--- config.mk ---
export PLATFORM = sky130hd
export DESIGN_NAME = cpu_core_n
export DESIGN_NICKNAME = d
export VERILOG_FILES = /design/src/rtl/cpu_core_n.sv
export SDC_FILE = /design/constraint.sdc
export NUM_CORES = 1
export LEC_CHECK = 0
export BUFFER_PORTS_ARGS = -buffer_cell sky130_fd_sc_hd__buf_4
export CAP_MARGIN = 20
export CORE_MARGIN = 2
export CORE_UTILIZATION = 35
export CTS_CLUSTER_SIZE = 16
export DETAILED_ROUTE_END_ITERATION = 16
export PLACE_DENSITY = 0.67
export SYNTH_ARGS = -nofsm -noshare
export SYNTH_HDL_FRONTEND = slang
export SYNTH_SLANG_ARGS = --single-unit
--- constraint.sdc ---
create_clock -name clk_cpu -period 2.5 [get_ports clk_cpu]
set_input_delay 0.25 -clock clk_cpu [delete_from_list [all_inputs] [get_ports clk_cpu]]
set_output_delay 0.25 -clock clk_cpu [all_outputs]
set_load 0.02 [all_outputs]
--- src/rtl/cpu_core_n.sv ---
`default_nettype none
// cpu_core_n: single-cycle A/B register CPU with carry flag, output latch and absolute/conditional jumps.
// Optional HALT opcode (1000) is enabled by defining CPU_CORE_HALT_EN.
module cpu_core_n #(
  parameter int DATA_W = 4,
  parameter int PC_W   = 4
) (
  input  logic              clk_cpu,
  input  logic              reset,
  input  logic              en,
  input  logic [DATA_W+3:0] inst,
  input  logic [DATA_W-1:0] in_port,
  output logic [PC_W-1:0]   pc,
  output logic [DATA_W-1:0] out_port,
  output logic              carry,
  output logic              halted
);

  localparam logic [3:0] OP_ADD_A  = 4'b0000;
  localparam logic [3:0] OP_ADD_B  = 4'b0101;
  localparam logic [3:0] OP_MOV_A  = 4'b0011;
  localparam logic [3:0] OP_MOV_B  = 4'b0111;
  localparam logic [3:0] OP_A_FR_B = 4'b0001;
  localparam logic [3:0] OP_B_FR_A = 4'b0100;
  localparam logic [3:0] OP_IN_A   = 4'b0010;
  localparam logic [3:0] OP_IN_B   = 4'b0110;
  localparam logic [3:0] OP_OUT_B  = 4'b1001;
  localparam logic [3:0] OP_OUT_IM = 4'b1011;
  localparam logic [3:0] OP_JMP    = 4'b1111;
  localparam logic [3:0] OP_JNC    = 4'b1110;
  localparam logic [3:0] OP_HALT   = 4'b1000;

  logic [DATA_W-1:0] a_reg;
  logic [DATA_W-1:0] b_reg;
  logic [DATA_W-1:0] a_nxt;
  logic [DATA_W-1:0] b_nxt;
  logic [DATA_W-1:0] out_nxt;
  logic [PC_W-1:0]   pc_nxt;
  logic              carry_nxt;
  logic              exec;
  logic [3:0]        opcode;
  logic [DATA_W-1:0] im;
  logic [DATA_W:0]   sum_a;
  logic [DATA_W:0]   sum_b;

  assign opcode = inst[DATA_W+3:DATA_W];
  assign im     = inst[DATA_W-1:0];
  assign sum_a  = {1'b0, a_reg} + {1'b0, im};
  assign sum_b  = {1'b0, b_reg} + {1'b0, im};
  assign exec   = en & ~halted;

`ifdef CPU_CORE_HALT_EN
  logic halt_reg;
  logic halt_nxt;
`endif

  always_comb begin
    a_nxt     = a_reg;
    b_nxt     = b_reg;
    out_nxt   = out_port;
    pc_nxt    = pc + PC_W'(1);
    carry_nxt = 1'b0;
`ifdef CPU_CORE_HALT_EN
    halt_nxt  = halt_reg;
`endif
    case (opcode)
      OP_ADD_A: begin
        a_nxt     = sum_a[DATA_W-1:0];
        carry_nxt = sum_a[DATA_W];
      end
      OP_ADD_B: begin
        b_nxt     = sum_b[DATA_W-1:0];
        carry_nxt = sum_b[DATA_W];
      end
      OP_MOV_A:  a_nxt   = im;
      OP_MOV_B:  b_nxt   = im;
      OP_A_FR_B: a_nxt   = b_reg;
      OP_B_FR_A: b_nxt   = a_reg;
      OP_IN_A:   a_nxt   = in_port;
      OP_IN_B:   b_nxt   = in_port;
      OP_OUT_B:  out_nxt = b_reg;
      OP_OUT_IM: out_nxt = im;
      OP_JMP:    pc_nxt  = im[PC_W-1:0];
      // JNC looks at the carry held before this edge
      OP_JNC: begin
        if (!carry) pc_nxt = im[PC_W-1:0];
      end
      OP_HALT: begin
`ifdef CPU_CORE_HALT_EN
        pc_nxt   = pc;
        halt_nxt = 1'b1;
`endif
      end
      default: ;
    endcase
  end

  always_ff @(posedge clk_cpu or posedge reset) begin
    if (reset) begin
      pc       <= '0;
      a_reg    <= '0;
      b_reg    <= '0;
      out_port <= '0;
      carry    <= 1'b0;
    end else if (exec) begin
      pc       <= pc_nxt;
      a_reg    <= a_nxt;
      b_reg    <= b_nxt;
      out_port <= out_nxt;
      carry    <= carry_nxt;
    end
  end

`ifdef CPU_CORE_HALT_EN
  always_ff @(posedge clk_cpu or posedge reset) begin
    if (reset) halt_reg <= 1'b0;
    else if (exec) halt_reg <= halt_nxt;
  end
  assign halted = halt_reg;
`else
  assign halted = 1'b0;
`endif

endmodule
`default_nettype wire
==> reports/results.ini <==
[pwr]
p_comb_share_pct=50.2
ir_worst_vdd_mv=0.2430
finalPower_mw=1.295
p_leak_nw=0.7087
p_clk_share_pct=11.9
powerDensity_nw_per_um2=861.3
p_switching_mw=0.5098
seqPwrFrac_pct=37.9
internal_power_mw=0.7856
switching_share_pct=39.36

[critical_path]
rrSetupSlack_ps=390
ff2ff_path_depth=5
r2r_start=b_reg[0]$_DFFE_PP0P_
critPathTopFamily=multiplexers
start_kind=register
worst_path_largest_cell_delay_ps=510
critPathCaptureType=register
arrival_ps=2300
path_max_fanout=4
crit-reg2reg-capture=b_reg[2]$_DFFE_PP0P_
crit_slowest_cell=mux4_1
required_ps=2690
path_cells=ha_1 > fa_1 > xor2_1 > mux4_1 > mux2_2
cp_num_buf_inv=0
path_class=reg -> reg

[timing]
fin_crit_sh_pct=84.23
min_period_ps=2106
max_freq_mhz=474.9
drv_slew=0
relSlewSlack_pct=56.23
fin_skew_ps=2.270
tightest_slew_ps=655.8
setup_violations=0
rsz0062_at_grt=no
report.final.hold_viol_count=0
setup-tns-final_ps=0

[grt]
grt_util_all_layers_pct=14.87
antenna_found_initial=0
grt_pass1_vias=1016
grt_max_degree=18
grt_overflow_total=0
grt_pass1_wl_mm=4.809

[job]
cap_viol_max_count=0

[clock_network]
htreeDepth=1
postCtsResizedCells=0
cts_setup_buffers=0
cts_tree=built
cts_max_path_buffers=2
holdBufCountCts=0
clock-sinks=17
numCtsBuffers=3
cts-root-buf=clkbuf_4
insertion_delay_ps=290
clkTransAtPathRegs_ps=110

[synth]
synth_top_area_cell=dfrtp_1
synth_area_um2=1281
synth.top_cell.area_share_pct=33.20
ys_types=36
synth-main-ff-cell=dfrtp_1
yosys-top-cells-area=dfrtp_1 33%, ha_1 8.8%, mux2i_1 8.6%
syn_inst=112
ys_ff_latch=17
synth_edf_count=0
ys_seq_area_share_pct=33.20
avgSynthCellArea_um2=11.44
synthesis.nets=138
async_flop_share_pct=100.0
yosysWarnings=0

[routing]
drc=0
via_per_inst=5.331
met1_length_mm=1.241
routed.top_layer=met4
drt-pass1-iter-count=4
ant_nets=0
vias=965
wl_mm=2.756
wl_met3_um=75
dr_wl_met2_mm=1.414
wl_per_cell_um=15.23
drt-initial-drc-count=55

[cells_and_area]
fill_cells=319
fin_nets=162
final_cells=181
mostFrequentLayoutCells=23 x buf_4, 17 x dfrtp_1, 11 x mux2i_1, 9 x ha_1, 8 x nand2_1
drive_above_1_share_pct=28.89
area_growth_pct=17.38
antenna_cells=0
final_common_cell=buf_4

[placement]
place_congestion=0.8895
dp_cells=177
io_buffers=23
place_hpwl_mm=2.139

[die]
die-area_um2=4161
start_util_pct=37.51
dieHeight_um=64.51
die_w_um=64.51
row_count=21
ios=25
core_area_um2=3416

[worst_hold_path]
min_path_type=in -> async

[run_status]
status=completed

-- final cells by class --
| type | instances | area [um^2] | share of cell area [%] |
|---|---|---|---|
| Clock buffer | 3 | 22.52 | 1.498 |
| Clock inverter | 1 | 5.005 | 0.3328 |
| Inverter | 7 | 26.28 | 1.747 |
| Multi-Input combinational cell | 84 | 794.5 | 52.83 |
| Sequential cell | 17 | 425.4 | 28.29 |
| Tap cell | 46 | 57.56 | 3.827 |
| Timing Repair Buffer | 23 | 172.7 | 11.48 |
-- how the worst max path moves through the flow --
stage | from | slack (ps) | cells past startpoint | to
6_report | b_reg[0]$_DFFE_PP0P_ | 390 | 5 | b_reg[2]$_DFFE_PP0P_
5_1_grt | b_reg[0]$_DFFE_PP0P_ | 330 | 5 | b_reg[2]$_DFFE_PP0P_
4_1_cts | b_reg[0]$_DFFE_PP0P_ | 400 | 5 | b_reg[2]$_DFFE_PP0P_
3_5_place_dp | inst[0] | 410 | 6 | b_reg[2]$_DFFE_PP0P_
3_3_place_gp | inst[0] | 450 | 6 | b_reg[2]$_DFFE_PP0P_
2_1_floorplan | b_reg[0]$_DFFE_PP0P_ | 510 | 5 | b_reg[2]$_DFFE_PP0P_
-- worst register-to-register path: cells and delay by family (launching register included) --
kind	cells	cell delay, ps
muxes	2	780
adders and majority gates	2	630
xor gates and xnor gates	1	180
DFF	1	420
-- power groups by stage --
stage          logic, mW  clock network [mW]  registers [mW]
2_1_floorplan      0.397                   0           0.538
3_3_place_gp       0.640                   0           0.493
3_5_place_dp       0.651                   0           0.497
4_1_cts            0.658               0.161           0.492
5_1_grt            0.728               0.171           0.511
6_report           0.650               0.154           0.491
-- per-stage QoR --
stage	utilization, %	setup WS (ps)	hold WS [ps]	area [um^2]
after floorplan	-	512.2	176.1	1281
after global placement	43.22	454.2	392.3	1476
after detailed placement	43.22	409.3	403.9	1476
after CTS	44.03	395.3	72.96	1504
after global routing	44.03	330.5	106.2	1504
final	44.03	394.3	41.88	1504
-- kinds of logic after synthesis --
kind of cell    synth area share, %
simple gates                  10.94
other cells                  0.2927
xor+xnor                      1.367
buf+inv                       4.785
mux                           25.59
fa+ha+maj                     11.91
compound gates                11.92
flops                         33.20
-- metal layers --
| layer | track usage, % | vias to the layer above |
|---|---|---|
| li1 | - | 461 |
| met1 | 19.12 | 480 |
| met2 | 25.91 | 20 |
| met3 | 1.563 | 4 |
| met4 | 5.319 | 0 |
| met5 | 0 | - |
-- cell usage after synthesis (2+ instances only) --
| cell | count |
|---|---|
| inv_1 | 7 |
| nand2b_1 | 2 |
| mux2_2 | 5 |
| nand4b_1 | 2 |
| buf_6 | 2 |
| xor2_1 | 2 |
| nand2_1 | 8 |
| nor2_1 | 5 |
| mux4_2 | 3 |
| o21ai_0 | 6 |
| ha_1 | 9 |
| a22oi_1 | 2 |
| o211ai_1 | 2 |
| a21oi_1 | 6 |
| dfrtp_1 | 17 |
| mux4_1 | 3 |
| mux2i_1 | 11 |
| fa_1 | 2 |
Note: power is estimated with default switching activity, not from simulation.
